`src/rtl/sqdiff_acc_pipe.sv`:
```
// -----------------------------------------------------------------------------
// sqdiff_acc_pipe
//
// Four-stage pipelined squared-difference / squared-sum unit with a windowed
// accumulator.
//   S1: registers a, b, mode, in_valid
//   S2: registers the SIZEIN+1-bit signed pre-add (mode=1) or pre-sub (mode=0)
//   S3: registers the square of the S2 result
//   S4: registers sq_out and updates the window accumulator
//
// Ports
//   clk        rising-edge clock
//   rst        synchronous active-high reset; overrides clear and ce
//   ce         pipeline clock enable; low freezes all pipeline/accumulator regs
//   in_valid   a, b, mode carry a sample this cycle
//   a, b       signed SIZEIN-bit operands
//   mode       0 = (a-b)^2, 1 = (a+b)^2
//   clear      restart the accumulation window (works even with ce low)
//   out_valid  sq_out holds a fresh result (forced low while ce is low)
//   sq_out     signed 2*SIZEIN+2-bit square
//   acc_valid  one-cycle pulse: acc_out holds a completed window sum
//   acc_out    unsigned ACCW-bit running window sum
//   acc_sat    current or just-completed window saturated
//
// Build option
//   SQDIFF_ACC_SAT_EN  when defined, accumulator overflow clamps to 2^ACCW-1
//                      and raises acc_sat; otherwise the sum wraps and
//                      acc_sat is tied low.
// -----------------------------------------------------------------------------
module sqdiff_acc_pipe #(
    parameter int SIZEIN = 16,
    parameter int ACCW   = 48,
    parameter int NSAMP  = 16
) (
    input  logic                       clk,
    input  logic                       rst,
    input  logic                       ce,
    input  logic                       in_valid,
    input  logic signed [SIZEIN-1:0]   a,
    input  logic signed [SIZEIN-1:0]   b,
    input  logic                       mode,
    input  logic                       clear,
    output logic                       out_valid,
    output logic signed [2*SIZEIN+1:0] sq_out,
    output logic                       acc_valid,
    output logic [ACCW-1:0]            acc_out,
    output logic                       acc_sat
);

    localparam int SQW  = 2*SIZEIN + 2;
    localparam int CNTW = (NSAMP > 1) ? $clog2(NSAMP) : 1;
    localparam logic [CNTW-1:0] LAST_CNT = CNTW'(NSAMP - 1);

    // Pipeline registers
    logic signed [SIZEIN-1:0] a_q, b_q;
    logic                     mode_q, v1_q;
    logic signed [SIZEIN:0]   pre_q, pre_d;
    logic                     v2_q;
    logic signed [SQW-1:0]    prod_q, prod_d;
    logic                     v3_q;
    logic signed [SQW-1:0]    sq_q;
    logic                     ov_q, av_q;

    // Accumulator state
    logic [CNTW-1:0] cnt_q, cnt_d;
    logic [ACCW-1:0] acc_q, acc_d;
    logic [ACCW-1:0] sq_ext;
    logic            take;
    logic signed [SQW-1:0] pre_ext;

`ifdef SQDIFF_ACC_SAT_EN
    logic            sat_q, sat_d;
    logic [ACCW:0]   sum_w;     // extra MSB is the overflow flag
`else
    logic [ACCW-1:0] sum_w;
`endif

    // S2: explicit sign extension so the add/sub cannot overflow
    always_comb begin
        if (mode_q) begin
            pre_d = $signed({a_q[SIZEIN-1], a_q}) + $signed({b_q[SIZEIN-1], b_q});
        end else begin
            pre_d = $signed({a_q[SIZEIN-1], a_q}) - $signed({b_q[SIZEIN-1], b_q});
        end
    end

    // S3: square at full width; the result is always non-negative
    assign pre_ext = SQW'(pre_q);
    assign prod_d  = pre_ext * pre_ext;

    // S4 accumulator: the square is treated as unsigned and zero-extended
    assign sq_ext = ACCW'($unsigned(prod_q));
    assign take   = ce && v3_q;

`ifdef SQDIFF_ACC_SAT_EN
    assign sum_w = {1'b0, acc_q} + {1'b0, sq_ext};
`else
    assign sum_w = acc_q + sq_ext;
`endif

    always_comb begin
        cnt_d = cnt_q;
        acc_d = acc_q;
`ifdef SQDIFF_ACC_SAT_EN
        sat_d = sat_q;
`endif
        if (clear) begin
            // A sample landing in S4 together with clear is dropped here,
            // but still reaches sq_out.
            cnt_d = '0;
            acc_d = '0;
`ifdef SQDIFF_ACC_SAT_EN
            sat_d = 1'b0;
`endif
        end else if (take) begin
            cnt_d = (cnt_q == LAST_CNT) ? '0 : cnt_q + CNTW'(1);
            if (cnt_q == '0) begin
                // First sample of a window overwrites the previous sum.
                acc_d = sq_ext;
`ifdef SQDIFF_ACC_SAT_EN
                sat_d = 1'b0;
`endif
            end else begin
`ifdef SQDIFF_ACC_SAT_EN
                if (sum_w[ACCW]) begin
                    acc_d = '1;
                    sat_d = 1'b1;
                end else begin
                    acc_d = sum_w[ACCW-1:0];
                end
`else
                acc_d = sum_w;
`endif
            end
        end
    end

    always_ff @(posedge clk) begin
        if (rst) begin
            a_q    <= '0;
            b_q    <= '0;
            mode_q <= 1'b0;
            v1_q   <= 1'b0;
            pre_q  <= '0;
            v2_q   <= 1'b0;
            prod_q <= '0;
            v3_q   <= 1'b0;
            sq_q   <= '0;
            ov_q   <= 1'b0;
            av_q   <= 1'b0;
            cnt_q  <= '0;
            acc_q  <= '0;
`ifdef SQDIFF_ACC_SAT_EN
            sat_q  <= 1'b0;
`endif
        end else begin
            if (ce) begin
                a_q    <= a;
                b_q    <= b;
                mode_q <= mode;
                v1_q   <= in_valid;
                pre_q  <= pre_d;
                v2_q   <= v1_q;
                prod_q <= prod_d;
                v3_q   <= v2_q;
                ov_q   <= v3_q;
                if (v3_q) begin
                    sq_q <= prod_q;
                end
                av_q   <= v3_q && !clear && (cnt_q == LAST_CNT);
            end else if (clear) begin
                // A pending window pulse belongs to the abandoned window.
                av_q   <= 1'b0;
            end
            cnt_q <= cnt_d;
            acc_q <= acc_d;
`ifdef SQDIFF_ACC_SAT_EN
            sat_q <= sat_d;
`endif
        end
    end

    // Held results are not re-announced while the pipeline is frozen.
    assign out_valid = ov_q & ce;
    assign acc_valid = av_q & ce;
    assign sq_out    = sq_q;
    assign acc_out   = acc_q;
`ifdef SQDIFF_ACC_SAT_EN
    assign acc_sat   = sat_q;
`else
    assign acc_sat   = 1'b0;
`endif

endmodule

```
`config.mk`:
```
export PLATFORM = sky130hd
export DESIGN_NAME = sqdiff_acc_pipe
export DESIGN_NICKNAME = d
export VERILOG_FILES = /design/src/rtl/sqdiff_acc_pipe.sv
export SDC_FILE = /design/constraint.sdc
export NUM_CORES = 1
export LEC_CHECK = 0
export CORE_UTILIZATION = 52
export CTS_CLUSTER_SIZE = 20
export DETAILED_ROUTE_END_ITERATION = 16
export GPL_ROUTABILITY_DRIVEN = 0
export PLACE_DENSITY = 0.81
export SLEW_MARGIN = 25
export SYNTH_ARGS = -nofsm -noshare
export SYNTH_HDL_FRONTEND = slang
export SYNTH_SLANG_ARGS = --single-unit
export TNS_END_PERCENT = 30
```
`constraint.sdc`:
```
create_clock -name clk -period 11.98 [get_ports clk]
set_clock_uncertainty 0.05 [all_clocks]
set_input_delay 1.797 -clock clk [delete_from_list [all_inputs] [get_ports clk]]
set_output_delay 1.797 -clock clk [all_outputs]
set_load 0.01 [all_outputs]
```
After elaboration in Yosys (flattened, before gate mapping)
Cells that the tools add are included.
{"block": "word_totals", "regBits": 175, "latch_bits": 0, "ram_bits": 0, "mem_bits_ro": 0, "input_bits": 38, "output_inout_bits": 85, "mem_count": 0}
{"block": "op_classes", "addsub": 4, "multipliers": 1, "div_mod_pow": 0, "magnitude_cmp": 0, "eq_ne": 1, "shifts": 0, "mux": 5, "bitwise_logic": 2, "reduce_logical": 8}
{"operator": "$add A48 B34 Y48", "count": 1}
{"operator": "$mux W48", "count": 1}
{"operator": "$mul A17 B17 Y34", "count": 1}
{"operator": "$add A16 B16 Y17", "count": 1}
{"operator": "$mux W17", "count": 1}
{"operator": "$sub A16 B16 Y17", "count": 1}
{"operator": "$add A4 B1 Y4 const B", "count": 1}
{"operator": "$eq A4 B4 Y1 const B", "count": 1}
{"operator": "$logic_not A4 Y1", "count": 1}
{"operator": "$mux W4", "count": 1}
{"operator": "$logic_and A1 B1 Y1", "count": 3}
{"operator": "$and A1 B1 Y1", "count": 2}
{"operator": "$mux W1", "count": 2}
{"operator": "$reduce_and A2 Y1", "count": 1}
{"operator": "$reduce_bool A2 Y1", "count": 1}
{"operator": "$reduce_or A2 Y1", "count": 1}
{"operator": "$logic_not A1 Y1", "count": 1}

Longest topological paths before layout
{"block": "depth", "word_depth": 4, "depth_mapped": 25}

Worst setup path after synthesis
No wires, ideal clock.
{"block": "synth_timing", "path_type": "register to register", "from": "reg pre_q[16]", "to": "reg prod_q[33]", "setup_ps": 86, "t_arrival_ps": 6742, "required_ps": 11844, "slack_ps": 5103, "stages_incl_launch_ff": 22, "path_cell_list": "dfxtp_1 > clkbuf_1 > clkbuf_1 > nand2_1 > fa_1 > inv_1 > fa_1 > fa_1 > fa_1 > fa_1 > inv_1 > fa_1 > inv_1 > ha_1 > a21o_1 > a221oi_1 > o21ai_1 > a221oi_1 > o2111ai_1 > o31ai_1 > xnor2_1 > a211oi_1"}
{"block": "synth_between", "elab_chain_len": 1}
{"item": "start: declaration", "line": "57", "rtl": "logic signed [SIZEIN:0] pre_q, pre_d;"}
{"item": "start signal: assignment", "line": "162", "rtl": "pre_q <= pre_d;"}
{"item": "$mul A17 B17 Y34", "line": "89", "rtl": "assign prod_d = pre_ext * pre_ext;"}
{"item": "end signal: assignment", "line": "164", "rtl": "prod_q <= prod_d;"}
{"item": "end: declaration", "line": "59", "rtl": "logic signed [SQW-1:0] prod_q, prod_d;"}
Every way passes these cells.
A chain may end at the register's enable or synchronous reset.

Worst setup path in the final report
Same ends and word-level chain as after synthesis.

==> flow_summary.json <==
{
  "p_seq_frac": 0.212,
  "grt_use_met1": 0.299,
  "p_clk_frac": 0.164,
  "layout_setup_ws_ps": 4650,
  "cpMostUsedCell": "fa_1",
  "rsz0062_at_grt": "false",
  "die_x_um": 194,
  "grt_overflow_total": 0,
  "post-route-min-period_ps": 7330,
  "antenna_found_initial": 0,
  "postRouteAntennaNets": 0,
  "synth_edf_count": 0,
  "antennaDiodeCount": 0,
  "fp.coreArea_um2": 35900,
  "whs_ps": 405,
  "grt_pass1_vias": 16200,
  "fmax_ghz": 0.136,
  "path_max_fanout": 35,
  "syn2layout_area_growth_pct": 11.0,
  "cp-end-kind": "register",
  "post_cts_resized": 0,
  "grt_util_met3": 0.0416,
  "synth_seq_cells": 173,
  "nFillCells": 2946,
  "p_leak_nw": 10.1,
  "io_buffers": 120,
  "rows": 69,
  "grt_util_met2": 0.449,
  "cts_setup_buffers": 0,
  "crit_path_start_kind": "register",
  "ys_warn_count": 0,
  "critPathMaxStageDelay_ps": 950,
  "layout_common_cells": "inv_1 (380), fa_1 (266), nand2_1 (244)",
  "hold_buffers": 0,
  "busiest_layer": "met2",
  "avgSynthCellArea_um2": 8.69,
  "slew_headroom": 0.321,
  "io_pins": 123,
  "synth.largest_area_cell": "fa_1",
  "ys_seq_area_frac": 0.181,
  "die_y_um": 194,
  "synth.area.top_cells": "fa_1 (28%), dfxtp_1 (18%), ha_1 (9.5%)",
  "drt-total-wl_mm": 45.4,
  "place_area_um2": 20700,
  "final_common_cell": "inv_1",
  "fin_area_um2": 21300,
  "setup_viol": 0,
  "drt_iter0_drc": 1024,
  "sw_frac_of_total": 0.469,
  "layout.nets": 2719,
  "grt_max_degree": 87,
  "drv_slew": 0,
  "drt_pass1_iterations": 5,
  "hold_viol_final": 0,
  "drive_above_1_share": 0.0337,
  "htreeDepth": 4,
  "vias": 15300,
  "gr-usage-all-layers": 0.251,
  "vias_per_cell": 5.59,
  "status": "finished, final reports clean",
  "yosysTopAreaCellShare": 0.278,
  "fin_tns_setup_ps": 0,
  "clk-insertion-delay-late_ps": 450,
  "fp.dieArea_um2": 37700,
  "post-place-cells": 2712,
  "crit_required_ps": 12290,
  "clockBufferDepth": 2,
  "yosys.cell_types.count": 70,
  "cts_tree": "built",
  "crit_type": "reg -> reg",
  "pre_cts_ws_ps": 4240,
  "syn_inst": 2208,
  "syn-cell-area_um2": 19200,
  "ir_drop_mv": 0.131,
  "wl_per_cell_um": 16.5,
  "grt_pass1_wl_mm": 77.5,
  "p_per_area_nw_per_um2": 159,
  "worst_slew_pin_slew_ps": 1020,
  "root_buffer": "clkbuf_16",
  "start_util": 0.534,
  "cts_sinks": 173,
  "critPathSlowestCell": "fa_1",
  "stdcell_count": 2744,
  "cts_buffers": 17,
  "dp_hpwl_mm": 35.6,
  "path_cells": "nand2_1, fa_1, inv_1, fa_1, fa_1, fa_1, fa_1, inv_1, fa_1, inv_1, ha_1, a21o_1, a221oi_1, o21ai_1, a221oi_1, o2111ai_1, o31ai_1, xnor2_1, a211oi_1",
  "p_int_mw": 1.80,
  "hold_class": "reg -> reg",
  "max-cap-violations": 0,
  "clkTransAtPathRegs_ps": 80,
  "switchingPower_mw": 1.59,
  "crit_arrival_ps": 7630,
  "post-route-period-util": 0.612,
  "p_comb_frac": 0.624,
  "synthArstFlopShare": 0,
  "drc": 0,
  "ys.flop_type": "dfxtp_1"
}
==> registers in the layout, summed over array words and instances, names as in the netlist <==
name / flops
acc_out: 48
prod_q: 33
sq_out: 33
pre_q: 17
a_q: 16
b_q: 16
cnt_q: 4
av_q: 1
mode_q: 1
ov_q: 1
v1_q: 1
v2_q: 1
v3_q: 1
==> path summary, 6_finish.rpt <==
check                           slack [ps]  startpoint    endpoint  depth (start not counted)
worst max-delay path                  4650   pre_q[16]  prod_q[33]                         19
worst max register to register        4650   pre_q[16]  prod_q[33]                         19
worst min register to register         410  sq_out[15]  sq_out[15]                          2
worst min-delay path                   410  sq_out[15]  sq_out[15]                          2
==> worst max-delay path: cells and delay by family (launching register included) <==
kind / cells / cell delay [ps]
AO/OA/AOI/OAI: 7 / 1900
adder cells (fa/ha/maj): 7 / 4000
flip-flops: 1 / 700
buffers and inverters: 3 / 160
XOR/XNOR: 1 / 130
AND/OR/NAND/NOR: 1 / 270
==> Yosys cell counts, drive strengths merged, types with 14 or more instances <==
library cell  number
mux2i             77
nor3              15
o21ai             62
and3              14
nor2b             21
ha               145
a211oi            20
xnor2             62
dfxtp            173
a21oi            133
a311oi            18
nor2             164
clkbuf            82
a31oi             26
and2              62
nand3             29
nand2            245
nand2b            27
a21o              24
inv              380
fa               266
xor2              38
o211ai            14
==> per-layer routing <==
metal / part of all wire / wire length [um] / vias to the layer above
li1: - / - / 7182
met1: 0.41 / 18500 / 7525
met2: 0.50 / 22700 / 510
met3: 0.059 / 2670 / 114
met4: 0.033 / 1510 / 0
met5: 0 / 0 / -
==> metrics by stage <==
stage	power [mW]	utilization
after floorplan	2.32	-
after global placement	2.71	0.577
after detailed placement	2.83	0.577
after CTS	3.40	0.593
after global routing	3.73	0.593
final	3.39	0.593
==> power groups by stage <==
| stage | sequential [mW] | combinational [mW] | clock, mW |
|---|---|---|---|
| 2_1_floorplan | 0.671 | 1.65 | 0 |
| 3_3_place_gp | 0.726 | 1.99 | 0 |
| 3_5_place_dp | 0.729 | 2.10 | 0 |
| 5_1_grt | 0.727 | 2.41 | 0.585 |
| 6_report | 0.720 | 2.12 | 0.557 |
| 4_1_cts | 0.716 | 2.12 | 0.565 |
==> cells by family (layout without fill, tap and decap cells) <==
logic type | Yosys count | after routing | share of synthesized area
and+or+nand+nor | 611 | 611 | 0.145
buffers and inverters | 470 | 544 | 0.0926
adders and majority gates | 411 | 411 | 0.372
AOI/OAI and AO/OA | 362 | 362 | 0.122
DFF | 173 | 173 | 0.181
xor gates and xnor gates | 100 | 100 | 0.0457
muxes | 80 | 80 | 0.0419
other | 1 | 2 | 0.000196
==> cell type report <==
class / instances / area (um^2) / area share
Sequential cell: 173 / 3460 / 0.163
Clock buffer: 18 / 429 / 0.0202
Clock inverter: 14 / 150 / 0.00705
Timing Repair Buffer: 132 / 1290 / 0.0604
Tap cell: 461 / 577 / 0.0271
Multi-Input combinational cell: 1566 / 14000 / 0.656
Inverter: 380 / 1430 / 0.0670
Power figures use the tool's default switching activity.
